### config.mk
export PLATFORM = sky130hd
export DESIGN_NAME = mult8x8_sequencer
export DESIGN_NICKNAME = d
export VERILOG_FILES = /design/src/rtl/mult8_pkg.sv /design/src/rtl/mult8x8_sequencer_multiplier_4x4.sv /design/src/rtl/mult8x8_sequencer.sv
export SDC_FILE = /design/constraint.sdc
export NUM_CORES = 1
export LEC_CHECK = 0
export CAP_MARGIN = 25
export CORE_MARGIN = 4
export CORE_UTILIZATION = 25
export DETAILED_ROUTE_END_ITERATION = 8
export REMOVE_ABC_BUFFERS = 1
export SYNTH_ARGS = -nofsm -noshare
export SYNTH_HDL_FRONTEND = slang
export SYNTH_HIERARCHICAL = 1
export SYNTH_SLANG_ARGS = --single-unit
### constraint.sdc
create_clock -name clk -period 8 [get_ports clk]
set_input_delay 1.2 -clock clk [delete_from_list [all_inputs] [get_ports clk]]
set_output_delay 1.2 -clock clk [all_outputs]
set_load 0.02 [all_outputs]
### src/rtl/mult8_pkg.sv
// Shared types and constants for the 8x8 sequential multiplier.
package mult8_pkg;

  localparam int unsigned OP_W   = 8;
  localparam int unsigned NIB_W  = 4;
  localparam int unsigned PROD_W = 16;
  localparam int unsigned PP_W   = 2 * NIB_W;
  localparam int unsigned SH_W   = 4;

  // Left shift applied to each partial product before accumulation.
  localparam int unsigned SH_PP0 = 0;
  localparam int unsigned SH_PP1 = 4;
  localparam int unsigned SH_PP2 = 4;
  localparam int unsigned SH_PP3 = 8;

  typedef enum logic [2:0] {
    IDLE = 3'd0,
    PP0  = 3'd1,
    PP1  = 3'd2,
    PP2  = 3'd3,
    PP3  = 3'd4,
    DONE = 3'd5
  } state_e;

  // Shift amount for the partial product produced in a given state.
  function automatic logic [SH_W-1:0] pp_shift(input state_e s);
    logic [SH_W-1:0] sh;
    sh = SH_W'(SH_PP0);
    case (s)
      PP1:     sh = SH_W'(SH_PP1);
      PP2:     sh = SH_W'(SH_PP2);
      PP3:     sh = SH_W'(SH_PP3);
      default: sh = SH_W'(SH_PP0);
    endcase
    return sh;
  endfunction

endpackage

### src/rtl/mult8x8_sequencer_multiplier_4x4.sv
// Combinational 4x4 unsigned multiplier core shared by all partial products.
// Ports: a, b - 4-bit operands; p - 8-bit product.
module Multiplier_4x4
  import mult8_pkg::*;
(
  input  logic [NIB_W-1:0] a,
  input  logic [NIB_W-1:0] b,
  output logic [PP_W-1:0]  p
);

  // Widen before multiplying so the full 8-bit product is kept.
  assign p = PP_W'(a) * PP_W'(b);

endmodule

### src/rtl/mult8x8_sequencer.sv
// Sequential 8x8 unsigned multiplier: accepts a/b over a valid/ready
// handshake, accumulates four nibble partial products through one shared
// 4x4 core, and returns the 16-bit product over a second handshake.
// Ports:
//   clk, rst_n                - clock, async active-low reset
//   start_valid, start_ready  - operand handshake (a, b sampled on accept)
//   abort                     - synchronous cancel of the operation in flight
//   result_valid, result_ready, product - result handshake
//   busy                      - high whenever not idle
module mult8x8_sequencer
  import mult8_pkg::*;
(
  input  logic              clk,
  input  logic              rst_n,
  input  logic              start_valid,
  output logic              start_ready,
  input  logic [OP_W-1:0]   a,
  input  logic [OP_W-1:0]   b,
  input  logic              abort,
  output logic              result_valid,
  input  logic              result_ready,
  output logic [PROD_W-1:0] product,
  output logic              busy
);

  state_e             state, state_d;
  logic [OP_W-1:0]    op_a, op_a_d;
  logic [OP_W-1:0]    op_b, op_b_d;
  logic [PROD_W-1:0]  acc, acc_d;

  logic [NIB_W-1:0]   core_a, core_b;
  logic [PP_W-1:0]    core_p;
  logic [PROD_W-1:0]  addend;
  logic               accept;

  // Nibble select for the shared core, driven from the latched operands.
  always_comb begin
    core_a = op_a[NIB_W-1:0];
    core_b = op_b[NIB_W-1:0];
    case (state)
      PP1: begin
        core_a = op_a[OP_W-1:NIB_W];
        core_b = op_b[NIB_W-1:0];
      end
      PP2: begin
        core_a = op_a[NIB_W-1:0];
        core_b = op_b[OP_W-1:NIB_W];
      end
      PP3: begin
        core_a = op_a[OP_W-1:NIB_W];
        core_b = op_b[OP_W-1:NIB_W];
      end
      default: begin
        core_a = op_a[NIB_W-1:0];
        core_b = op_b[NIB_W-1:0];
      end
    endcase
  end

  Multiplier_4x4 u_core (
    .a (core_a),
    .b (core_b),
    .p (core_p)
  );

  assign addend = PROD_W'(core_p) << pp_shift(state);

  // Ready is combinational on result_ready so a hand-off and a new accept
  // can share one edge.
  assign start_ready = (state == IDLE) | ((state == DONE) & result_ready);
  assign accept      = start_valid & start_ready & ~abort;

  // Next-state, operand and accumulator logic.
  always_comb begin
    state_d = state;
    op_a_d  = op_a;
    op_b_d  = op_b;
    acc_d   = acc;

    case (state)
      IDLE: if (accept) state_d = PP0;
      PP0: begin
        acc_d   = acc + addend;
        state_d = PP1;
      end
      PP1: begin
        acc_d   = acc + addend;
        state_d = PP2;
      end
      PP2: begin
        acc_d   = acc + addend;
        state_d = PP3;
      end
      PP3: begin
        acc_d   = acc + addend;
        state_d = DONE;
      end
      DONE: begin
        if (accept)            state_d = PP0;
        else if (result_ready) state_d = IDLE;
      end
      default: state_d = IDLE;
    endcase

    if (accept) begin
      op_a_d = a;
      op_b_d = b;
      acc_d  = '0;
    end

    // Abort wins over accept and hand-off; no effect while idle.
    if (abort && (state != IDLE)) begin
      state_d = IDLE;
      acc_d   = '0;
    end
  end

  // State, operand and accumulator registers.
  always_ff @(posedge clk or negedge rst_n) begin
    if (!rst_n) begin
      state <= IDLE;
      op_a  <= '0;
      op_b  <= '0;
      acc   <= '0;
    end else begin
      state <= state_d;
      op_a  <= op_a_d;
      op_b  <= op_b_d;
      acc   <= acc_d;
    end
  end

  // Status outputs are pure decodes of the state register.
  assign result_valid = (state == DONE);
  assign busy         = (state != IDLE);
  assign product      = (state == DONE) ? acc : '0;

endmodule

Word level (Yosys, flattened, before mapping):

Cells that the tools add are included.

* output and inout port bits: 19
* input port bits: 21
* bits in registers: 35

* shift-type cells: 1
* mux-type cells: 12
* $mul: 1
* bitwise operators: 5
* $add $sub $neg: 1
* equality and inequality tests: 7
* reductions and logical operators: 9

Operators with widths (count)
* 16-bit two-way mux: 4
* 3-bit one-hot mux with 6 select lines: 1
* 16-bit adder: 1
* 8-bit by 4-bit << shifter with 16-bit output: 1
* 3-bit two-way mux: 4
* 4-bit by 4-bit multiplier with 8-bit output: 1
* 4-bit two-way mux: 2
* 4-bit one-hot mux with 2 select lines: 1
* 3-bit by 2-bit equality test with 1-bit output, second input constant: 2
* 3-bit equality test, second input constant: 2
* 3-bit nonzero test: 2
* 2-bit OR reduction: 3
* 4-bit by 1-bit != test with 1-bit output, second input constant: 1
* 4-bit OR reduction: 1
* 1-bit AND: 3
* 3-bit by 1-bit equality test with 1-bit output, second input constant: 1
* 3-bit zero test: 1
* 3-bit by 2-bit != test with 1-bit output, second input constant: 1
* 2-bit AND reduction: 1
* 1-bit logical AND: 1
* 1-bit inverter: 1
* 1-bit bitwise OR: 1

Longest topological paths before layout:

Gate-level depths: netlist of run 1.

* depth in word-level cells: 9
* gate-level depth with buffers: 23
* mapped depth without buffers: 22

Cells and area by module:

The synthesis of run 1 kept the hierarchy.

By module, submodules not included
* mult8x8_sequencer: area an instance 2622.5 um^2, cells an instance 290, sequential area each 875.8 um^2, instances 1
* Multiplier_4x4: area an instance 464.2 um^2, cells an instance 51, sequential area each 0.0 um^2, instances 1

Worst setup path after synthesis of run 1:

OpenSTA, ideal clock, no wires.

* path kind: reg-to-reg
* start point: register state[1]
* end point: register acc[15]
* setup time: 0.132 ns
* period minus slack after synthesis: 5.302 ns
* data arrival time: 5.170 ns
* setup slack: 2.698 ns
* stages on the path, launching flop included: 23
* cell sequence: dfrtp_1 > clkbuf_1 > nor2_1 > clkbuf_1 > a22o_1 > a22oi_1 > nand2_1 > nand2_1 > fa_1 > inv_1 > fa_1 > fa_1 > a21o_1 > a21oi_1 > xnor2_1 > o22ai_1 > a21oi_1 > ha_1 > a21o_1 > o221a_2 > a211oi_1 > mux2i_1 > o211ai_1

* longest elaborated chain between the ends: 9

Ends and longest elaborated chain
* start, declared: line mult8x8_sequencer.sv:26 `state_e state, state_d;`
* start signal, assigned: line mult8x8_sequencer.sv:126 `state <= state_d;`
* 3-bit equality test / 3-bit by 2-bit equality test with 1-bit output (equally long branches): line mult8x8_sequencer.sv:40 `case (state)`
* 2-bit OR reduction (no source line) *
* 4-bit two-way mux *: line mult8x8_sequencer.sv:40
* net core_b[3]: line mult8x8_sequencer.sv:31 `logic [NIB_W-1:0] core_a, core_b;`
* 4-bit by 4-bit multiplier with 8-bit output *: line mult8x8_sequencer_multiplier_4x4.sv:12 `assign p = PP_W'(a) * PP_W'(b);`
* net core_p[6]: line mult8x8_sequencer.sv:32 `logic [PP_W-1:0] core_p;`
* 8-bit by 4-bit << shifter with 16-bit output *: line mult8x8_sequencer.sv:66 `assign addend = PROD_W'(core_p) << pp_shift(state);`
* 16-bit adder *
* 16-bit two-way mux *
* 16-bit two-way mux *: line mult8x8_sequencer.sv:105 `if (accept) begin`
* 16-bit two-way mux *: line mult8x8_sequencer.sv:112 `if (abort && (state != IDLE)) begin`
* end signal, assigned: line mult8x8_sequencer.sv:124 `acc <= '0;`
* end signal, assigned: line mult8x8_sequencer.sv:129 `acc <= acc_d;`
* end, declared: line mult8x8_sequencer.sv:29 `logic [PROD_W-1:0] acc, acc_d;`

Mark *: on every way through the listed nets, which the timed path passes. The rest lies on a longest branch. The select of a mux whose other input is x is not followed.
A chain may end at the register's enable or synchronous reset.

Worst setup path in the final report of run 1:

* start point: register state[2]
* end point: register acc[15]

* longest elaborated chain between the ends: 9

Ends and longest elaborated chain (line)
* 3-bit equality test / 3-bit by 2-bit equality test with 1-bit output (equally long branches): mult8x8_sequencer.sv:40
* 2-bit OR reduction (no source line) *
* 4-bit two-way mux *: mult8x8_sequencer.sv:40
* net core_a[0]: mult8x8_sequencer.sv:31
* 4-bit by 4-bit multiplier with 8-bit output *: mult8x8_sequencer_multiplier_4x4.sv:12
* net core_p[6]: mult8x8_sequencer.sv:32
* 8-bit by 4-bit << shifter with 16-bit output *: mult8x8_sequencer.sv:66
* 16-bit adder *
* 16-bit two-way mux *
* 16-bit two-way mux *: mult8x8_sequencer.sv:105
* 16-bit two-way mux *: mult8x8_sequencer.sv:112

Marks and branches as above.

==> impl_metrics.py, run 1 <==
metrics = {
    "outcome": {
        "status": "finished clean",
    },
    "hold_path": {
        "min_to": "op_b[4]",
        "holdCritStartpoint": "op_b[4]",
        "hp-class": "reg -> reg",
        "hold_depth": 1,
    },
    "clock_tree": {
        "post_cts_buffers": 0,
        "clockBufferDepth": 2,
        "clock_latency_ps": 290,
        "cts_sinks": 35,
        "ctsHoldBuffers": 0,
        "cts_root_buffer": "clkbuf_16",
        "h-tree-depth": 2,
        "postCtsResizedCells": 0,
        "path_clk_slew_ps": 60,
        "cts_tree": "yes",
        "cts_buffers": 5,
    },
    "global_routing": {
        "overflow": 0,
        "grt_use_total": 0.1085,
        "grt_pass1_vias": 2600,
        "grt_start_max_net_pins": 36,
        "antenna_found_initial": 0,
        "grt_pass1_wl_um": 12690,
    },
    "timing": {
        "drv_slew": 0,
        "finalCritPeriodShare": 0.7656,
        "worst_pin_slew_ps": 974.0,
        "rsz0062_at_grt": "false",
        "min_period_ps": 6125,
        "setup_viol": 0,
        "clock.fmax_ghz": 0.1633,
        "finalSetupTns_ps": 0,
        "slew-limit-headroom": 0.3458,
        "skew_ps": 4.051,
        "final-hold-violation-count": 0,
        "hold_slack_ps": 504.1,
    },
    "setup_path": {
        "cp_data_required_time_ps": 8160,
        "critPathMaxStageDelay_ps": 710,
        "worstReg2RegEnd": "acc[15]",
        "reg2reg_from": "state[2]",
        "end_kind": "flop",
        "reg2reg_slack_ps": 1870,
        "cp.arrival_ps": 6290,
        "cp_slowest_cell": "dfrtp_1",
        "crit_chain": "nand2b_1 -> a21oi_1 -> mux2_2 -> nand2_1 -> fa_1 -> inv_1 -> fa_1 -> fa_1 -> a21o_1 -> a21oi_1 -> xnor2_1 -> o22ai_1 -> a21oi_1 -> ha_1 -> a21o_1 -> o221a_2 -> a211oi_1 -> mux2i_1 -> o211ai_1",
        "r2r_cells": 19,
        "crit_fanout": 34,
        "critPathKind": "reg -> reg",
        "cp-start-kind": "flop",
    },
    "finish": {
        "drive_gt1_frac": 0.1144,
        "stdcell_count": 544,
        "area_growth_pct": 23.75,
        "diodes": 0,
        "layout.nets": 428,
    },
    "power": {
        "seq_power_share": 0.210,
        "power_frac_clock": 0.183,
        "leakage_uw": 0.001666,
        "p_per_area_mw_per_mm2": 327.2,
        "switching_share": 0.4325,
        "vdd_ir_drop_max_mv": 0.1025,
        "p_switching_uw": 540.6,
        "p_int_uw": 709.2,
        "p_comb_frac": 0.606,
    },
    "placement": {
        "gp_congestion": 0.8527,
        "dp_hpwl_um": 5897,
        "io_buffers": 39,
        "placed_cells": 536,
    },
    "synthesis": {
        "synthDistinctLibCells": 57,
        "ys_ff_latch": 35,
        "syn-cell-area_mm2": 0.003087,
        "ys_async_sr_fraction": 1.000,
        "yosysSeqAreaShare": 0.2837,
        "synth_edf_count": 0,
        "netlist_instances": 341,
        "synthFlopType": "dfrtp_1",
        "yosysWarnings": 6,
        "avgSynthCellArea_um2": 9.052,
    },
    "drt": {
        "drc": 0,
        "initialDrtViolationCount": 147,
        "vias": 2685,
        "wl_per_cell_um": 14.12,
        "drtPass1Iterations": 4,
        "antenna_left": 0,
        "wirelength_um": 7681,
        "avgViaCountPerCell": 4.936,
    },
    "floorplan": {
        "die_area_mm2": 0.01419,
        "start_util": 0.2559,
        "die_w_um": 119.1,
        "core_mm2": 0.01206,
        "row_count": 40,
        "pin_count": 40,
        "die_h_um": 119.1,
    },
    "run": {
        "max-cap-violations": 0,
    },
}
-- area by class of cell --
cell class / instances / area (um^2)
clock buffers: 6 / 138.9
clock inverters: 2 / 35.03
fillers: 1281 / 8242
inverters: 14 / 52.55
multi-input cells: 279 / 2115
flip-flops and latches: 35 / 875.8
well taps: 168 / 210.2
repair buffers: 40 / 392.9
-- power groups by stage --
stage | combinational, uW | sequential [uW] | clock [uW]
after floorplan | 586 | 252 | 0
after global placement | 740 | 266 | 0
after detailed placement | 754 | 267 | 0
after CTS | 760 | 264 | 237
after global routing | 845 | 270 | 242
final | 758 | 263 | 229
-- metrics by stage --
stage	worst slack [ps]	cell area (um^2)	utilization	total power, uW
2_1_floorplan	2648	3034	-	837.8
3_3_place_gp	2014	3646	0.3023	1006
3_5_place_dp	1842	3646	0.3023	1022
4_1_cts	1813	3820	0.3167	1260
5_1_grt	1412	3820	0.3167	1358
6_report	1875	3820	0.3167	1250
-- cell families (layout without fill, tap and decap cells) --
group	Yosys count	in the layout	synth area share
AND/OR/NAND/NOR	118	118	0.2088
AO/OA/AOI/OAI	93	93	0.2104
flip-flops	35	35	0.2837
adder cells (fa/ha/maj)	32	32	0.1419
buffers and inverters	27	62	0.03405
multiplexers	24	24	0.08715
XOR/XNOR	12	12	0.03405
-- Yosys cell counts (5+ instances only) --
cell      count  share of area
xor2_1        7          0.020
mux2_2       23          0.084
nor2_1       15          0.018
a32o_1        6          0.019
inv_1        14          0.017
nand2_1      31          0.038
fa_1          5          0.032
o21ai_0      18          0.029
nand2b_1      6          0.012
a21o_1        7          0.017
a21oi_1      20          0.032
o22ai_1       5          0.010
dfrtp_1      35           0.28
ha_1         27           0.11
and2_1       33          0.067
xnor2_1       5          0.014
and3_1        6          0.012
a22o_1        6          0.017
clkbuf_1     10          0.012
-- placed cells by master (no fill, tap or decap), types with 2 or more instances in the layout --
cell	n
clkbuf_16	5
o22ai_1	5
a31oi_1	2
a211oi_1	4
fa_1	5
clkdlybuf4s50_1	38
xor2_1	7
or3_1	4
a32o_1	6
nand2b_1	6
a21o_1	7
xnor2_1	5
a21oi_1	20
o21a_1	3
o211ai_1	4
nor2b_1	2
mux2_2	23
and3_1	6
nand3b_1	2
nand2_1	31
and2_1	33
inv_1	14
nor2_1	15
ha_1	27
a22o_1	6
nor3_1	4
nand3_1	4
or3b_1	2
a22oi_1	2
o21ai_0	18
dfrtp_1	35
-- registers in the layout, indices dropped and copies added, names as in the netlist --
signal,flops
op_b,8
op_a,8
state,3
acc,16
-- layer usage --
layer | vias up | track usage | part of all wire
met3 | 15 | 0.02517 | 0.038
met1 | 1308 | 0.1359 | 0.46
met5 | - | 0 | 0
li1 | 1315 | - | -
met4 | 0 | 0.04272 | 0.020
met2 | 47 | 0.1801 | 0.48
-- critical path, delay by kind of cell, from the launching register on --
family | cells | cell delay (ps)
mux | 2 | 520
compound gates | 9 | 2150
simple gates | 2 | 460
flops | 1 | 710
buf+inv | 1 | 60
fa+ha+maj | 4 | 1860
xor+xnor | 1 | 240
-- worst max path at each step --
stage / from / depth (start not counted) / slack, ps / to
6_report: state[2] / 19 / 1870 / acc[15]
5_1_grt: state[2] / 19 / 1410 / acc[15]
4_1_cts: state[2] / 19 / 1810 / acc[15]
3_5_place_dp: state[2] / 19 / 1840 / acc[15]
3_3_place_gp: state[2] / 19 / 2010 / acc[15]
2_1_floorplan: state[2] / 19 / 2650 / acc[15]
(Power assumes the default switching activity.)
==> run 2, diff against run 1 <==
Clock period 8 ns to 5.9 ns, I/O delays scaled along.
==> impl_metrics.py, run 2 (same netlist as run 1, synthesis figures left out) <==
metrics = {
    "clock_tree": {
        "postCtsResizedCells": 0,
        "h-tree-depth": 2,
        "cts_buffers": 5,
        "path_clk_slew_ps": 60,
        "post_cts_buffers": 0,
        "cts_tree": "yes",
        "clock_latency_ps": 290,
        "clockBufferDepth": 2,
        "ctsHoldBuffers": 0,
        "cts_sinks": 35,
        "cts_root_buffer": "clkbuf_16",
    },
    "finish": {
        "layout.nets": 435,
        "diodes": 0,
        "largest_reg_flops": 16,
        "regMostFlops": "acc",
        "final_cell_mix": "38 x clkdlybuf4s50_1, 35 x dfrtp_1, 33 x and2_1, 31 x nand2_1, 27 x ha_1",
        "top_regs": "acc (16), op_a (8), op_b (8)",
        "final_common_cell": "clkdlybuf4s50_1",
        "drive_gt1_frac": 0.1332,
        "area_growth_pct": 26.47,
        "fill_cells": 1242,
        "fin_area_mm2": 0.003904,
    },
    "placement": {
        "dp_hpwl_um": 5944,
        "gp_congestion": 0.8298,
        "io_buffers": 39,
        "placed_cell_area_mm2": 0.003695,
    },
    "setup_path": {
        "critPathKind": "reg -> reg",
        "crit_fanout": 9,
        "end_kind": "flop",
        "cp_data_required_time_ps": 6070,
        "cp-start-kind": "flop",
        "cp.arrival_ps": 5650,
    },
    "power": {
        "total_power_uw": 1752,
        "leakage_uw": 0.001710,
        "vdd_ir_drop_max_mv": 0.1445,
        "p_comb_frac": 0.600,
        "p_per_area_mw_per_mm2": 448.9,
        "p_int_uw": 1009,
        "switching_share": 0.4242,
        "seq_power_share": 0.200,
        "p_switching_uw": 743.4,
        "power_frac_clock": 0.200,
    },
    "floorplan": {
        "die_w_um": 119.1,
        "core_mm2": 0.01206,
        "die_area_mm2": 0.01419,
        "row_count": 40,
        "die_h_um": 119.1,
        "pin_count": 40,
        "start_util": 0.2559,
    },
    "global_routing": {
        "overflow": 0,
        "grt_start_max_net_pins": 36,
        "grt_pass1_vias": 2744,
        "grt_pass1_wl_um": 13190,
        "antenna_found_initial": 0,
        "grt_use_total": 0.1128,
    },
    "timing": {
        "rsz0062_at_grt": "false",
        "setup_viol": 0,
        "clock.fmax_ghz": 0.1827,
        "slew-limit-headroom": 0.4278,
        "min_period_ps": 5474,
        "drv_slew": 0,
        "final-hold-violation-count": 0,
        "skew_ps": 6.401,
        "finalCritPeriodShare": 0.9279,
        "worst_pin_slew_ps": 852.6,
        "hold_slack_ps": 501.8,
        "finalSetupTns_ps": 0,
    },
    "drt": {
        "wl_per_cell_um": 14.16,
        "drtPass1Iterations": 4,
        "vias": 2704,
        "initialDrtViolationCount": 139,
        "antenna_left": 0,
        "drc": 0,
        "wirelength_um": 7803,
        "avgViaCountPerCell": 4.907,
    },
    "outcome": {
        "status": "finished clean",
    },
    "run": {
        "max-cap-violations": 0,
    },
    "hold_path": {
        "hp-class": "reg -> reg",
    },
}
==> run 2: per-stage QoR <==
step,setup WS [ps],instances,utilization
2_1_floorplan,547.7,328,-
3_3_place_gp,410.2,541,0.3054
3_5_place_dp,231.3,542,0.3063
4_1_cts,136.7,550,0.3220
5_1_grt,9.648,551,0.3237
6_report,425.6,551,0.3237
==> run 2: area by class of cell <==
cell class,instances,area (um^2),share of cell area
clock buffer,6,128.9,0.03301
clock inverter,2,60.06,0.01538
inverter,14,52.55,0.01346
multi-input combinational,279,2123,0.5439
sequential,35,875.8,0.2244
tap,168,210.2,0.05385
timing repair buffer,47,452.9,0.1160
==> run 2: worst max-delay path, cell delays in order, from the launching register on <==
cell	delay (ps)
dfrtp_1	440
buf_4	210
nand2_1	100
nor2_1	180
a21o_1	150
mux2_2	370
nand2_1	90
fa_1	400
inv_1	90
fa_1	450
ha_1	350
a211oi_2	280
nor3_1	90
or3b_1	420
o22ai_1	180
a21oi_1	70
ha_1	330
a21oi_1	260
nor2b_1	80
nor2_1	130
a21boi_0	120
or3_1	330
a32o_1	240
==> run 2: power groups by stage <==
| stage | clock network (uW) | logic, uW | registers, uW |
|---|---|---|---|
| 2_1_floorplan | 0 | 794 | 342 |
| 3_3_place_gp | 0 | 1020 | 356 |
| 3_5_place_dp | 0 | 1040 | 355 |
| 4_1_cts | 358 | 1060 | 351 |
| 5_1_grt | 368 | 1190 | 359 |
| 6_report | 350 | 1050 | 351 |
==> run 2: metal layers <==
layer | vias to the layer above | global-route usage | share of wire
met5 | - | 0 | 0
met1 | 1320 | 0.1400 | 0.44
li1 | 1322 | - | -
met3 | 13 | 0.02279 | 0.039
met4 | 0 | 0.04345 | 0.021
met2 | 49 | 0.1918 | 0.50
==> run 2: final timing paths <==
kind | startpoint | end | slack [ps] | cells past startpoint
worst max-delay path | state[1] | acc[10] | 430 | 22
worst min-delay path | op_a[4] | op_a[4] | 500 | 1
worst max register to register | state[1] | acc[10] | 430 | 22
worst min register to register | op_a[4] | op_a[4] | 500 | 1
max in group asynchronous | rst_n | acc[14] | 4680 | 1
min in group asynchronous | rst_n | acc[4] | 690 | 1
==> run 3, diff against run 2 <==
Settings changed: HOLD_SLACK_MARGIN set to 0.03, SYNTH_HIERARCHICAL 1 to unset.
Clock period 5.9 ns to 5.6 ns, I/O delays scaled along.
==> impl_metrics.py, run 3 <==
metrics = {
    "outcome": {
        "status": "finished clean",
    },
    "finish": {
        "area_growth_pct": 29.64,
        "top_regs": "acc (16), op_a (8), op_b (8)",
        "layout.nets": 423,
        "multiInputGateArea_mm2": 0.002062,
        "diodes": 0,
        "fill_cells": 1165,
        "largest_reg_flops": 16,
        "stdcell_count": 514,
        "drive_gt1_frac": 0.2129,
        "final_util": 0.3345,
        "final_cell_mix": "38 x clkdlybuf4s50_1, 34 x dfrtp_1, 30 x nor2_1, 25 x ha_1, 19 x and2_1",
        "seq_area_um2": 877.1,
        "regMostFlops": "acc",
        "final_common_cell": "clkdlybuf4s50_1",
    },
    "synthesis": {
        "synthFlopType": "dfrtp_1",
        "synthDistinctLibCells": 54,
        "ys_ff_latch": 35,
        "yosysWarnings": 0,
        "synth_top_area_share": 0.2935,
        "yosysTopAreaCell": "dfrtp_1",
        "syn-cell-area_mm2": 0.002984,
        "synthTopCellsByCount": "35 x dfrtp_1, 30 x nor2_1, 27 x ha_1",
        "netlist_instances": 315,
        "synth_edf_count": 0,
        "synth.most_common_cell": "dfrtp_1",
        "yosysSeqAreaShare": 0.2935,
        "ys_async_sr_fraction": 1.000,
        "netlist_top_cells_area": "dfrtp_1 29%, ha_1 11%, mux2_2 6.0%",
        "avgSynthCellArea_um2": 9.473,
    },
    "setup_path": {
        "cp_num_buf_inv": 4,
        "end_kind": "flop",
        "cp-start-kind": "flop",
        "worstReg2RegEnd": "acc[15]",
        "crit_chain": "buf_6 -> nand2b_4 -> a21oi_4 -> mux2i_4 -> or2_2 -> fa_1 -> inv_1 -> fa_1 -> ha_4 -> a211oi_2 -> o21bai_1 -> a21oi_1 -> xor2_1 -> buf_4 -> buf_4 -> o22ai_1 -> ha_1 -> a21oi_1 -> nor2_1 -> a211oi_1 -> o21ai_4 -> xnor2_1 -> a221o_1",
        "path_delay_family": "compound AO/OA/AOI/OAI gates",
        "critPathMaxStageDelay_ps": 580,
        "critPathKind": "reg -> reg",
        "cp.arrival_ps": 5500,
        "crit_fanout": 7,
        "cp_slowest_cell": "fa_1",
        "cp_data_required_time_ps": 5760,
        "r2r_cells": 23,
        "reg2reg_from": "state[1]",
        "reg2reg_slack_ps": 260,
    },
    "drt": {
        "drc": 0,
        "antenna_left": 0,
        "wl_per_cell_um": 14.28,
        "vias": 2520,
        "drtPass1Iterations": 5,
        "avgViaCountPerCell": 4.903,
        "initialDrtViolationCount": 148,
        "wirelength_um": 7339,
    },
    "timing": {
        "worst_pin_slew_ps": 825.6,
        "skew_ps": 4.926,
        "drv_slew": 0,
        "final-hold-violation-count": 0,
        "clock.fmax_ghz": 0.1874,
        "setup_viol": 0,
        "min_period_ps": 5336,
        "slew-limit-headroom": 0.4496,
        "finalCritPeriodShare": 0.9529,
    },
    "floorplan": {
        "die_h_um": 117.3,
        "start_util": 0.2580,
        "die_area_mm2": 0.01375,
        "pin_count": 40,
        "core_mm2": 0.01156,
        "row_count": 39,
        "die_w_um": 117.3,
    },
    "clock_tree": {
        "path_clk_slew_ps": 60,
        "clockBufferDepth": 2,
        "cts_tree": "yes",
        "clock_latency_ps": 280,
        "h-tree-depth": 2,
        "cts_buffers": 5,
        "cts_sinks": 35,
        "cts_root_buffer": "clkbuf_16",
    },
    "power": {
        "power_frac_clock": 0.150,
        "switching_share": 0.4370,
        "vdd_ir_drop_max_mv": 0.1962,
        "p_comb_frac": 0.656,
        "p_int_uw": 1115,
        "p_per_area_mw_per_mm2": 511.7,
        "seq_power_share": 0.194,
        "leakage_uw": 0.001722,
        "p_switching_uw": 865.0,
    },
    "hold_path": {
        "hold_depth": 1,
        "hp-class": "reg -> reg",
        "min_to": "op_a[3]",
        "holdCritStartpoint": "op_a[3]",
    },
    "global_routing": {
        "grt_pass1_wl_um": 12030,
        "grt_start_max_net_pins": 36,
        "grt_use_total": 0.1096,
        "antenna_found_initial": 0,
        "overflow": 0,
        "grt_pass1_vias": 2497,
    },
    "placement": {
        "io_buffers": 39,
        "dp_hpwl_um": 5575,
        "gp_congestion": 0.8450,
        "placed_cells": 500,
    },
    "run": {
        "max-cap-violations": 0,
    },
}
-- run 3: power groups by stage --
stage	Sequential [uW]	Combinational [uW]	Clock, uW
after global routing	395	1440	316
after detailed placement	384	1210	0
final	384	1300	297
after CTS	379	1230	302
after floorplan	370	921	0
after global placement	382	1200	0
-- run 3: kinds of logic after synthesis --
| family | share of synthesized area |
|---|---|
| XOR/XNOR | 0.04989 |
| AO/OA/AOI/OAI | 0.2218 |
| buffers and inverters | 0.04193 |
| multiplexers | 0.08218 |
| adder cells (fa/ha/maj) | 0.1468 |
| flip-flops | 0.2935 |
| AND/OR/NAND/NOR | 0.1639 |
-- run 3: area by class of cell --
class	count	area share
clock buffers	8	0.04043
inverters	13	0.01326
multi-input cells	256	0.5330
flip-flops and latches	35	0.2267
well taps	143	0.04625
repair buffers	59	0.1404
-- run 3: worst max-delay path by stage --
stage          startpoint       to  cells past startpoint
2_1_floorplan    state[1]  acc[15]                     24
3_3_place_gp     state[1]  acc[15]                     24
3_5_place_dp     state[1]  acc[15]                     24
4_1_cts          state[1]  acc[15]                     24
5_1_grt          state[1]  acc[15]                     24
6_report         state[1]  acc[15]                     23
-- run 3: through the flow --
stage	hold WS (ps)	total power [uW]	instance area [um^2]	setup slack, ps	TNS [ps]
2_1_floorplan	480.0	1291	2910	-157.0	-157.0
4_1_cts	512.2	1907	3736	12.83	0
3_3_place_gp	499.8	1579	3580	186.9	0
5_1_grt	545.9	2148	3869	-46.99	-92.76
3_5_place_dp	502.0	1597	3580	38.10	0
6_report	519.0	1980	3869	263.6	0
-- run 3: what timing repair did --
action,CTS,global route
setup buffers,0,5
gates resized for setup,0,17
hold buffers,0,0
endpoints found under the setup margin,0,6
-- run 3: per-layer routing --
metal | global-route usage | part of all wire
met5 | 0 | 0
met4 | 0.03211 | 0.011
met3 | 0.02571 | 0.044
met2 | 0.1814 | 0.48
met1 | 0.1424 | 0.47
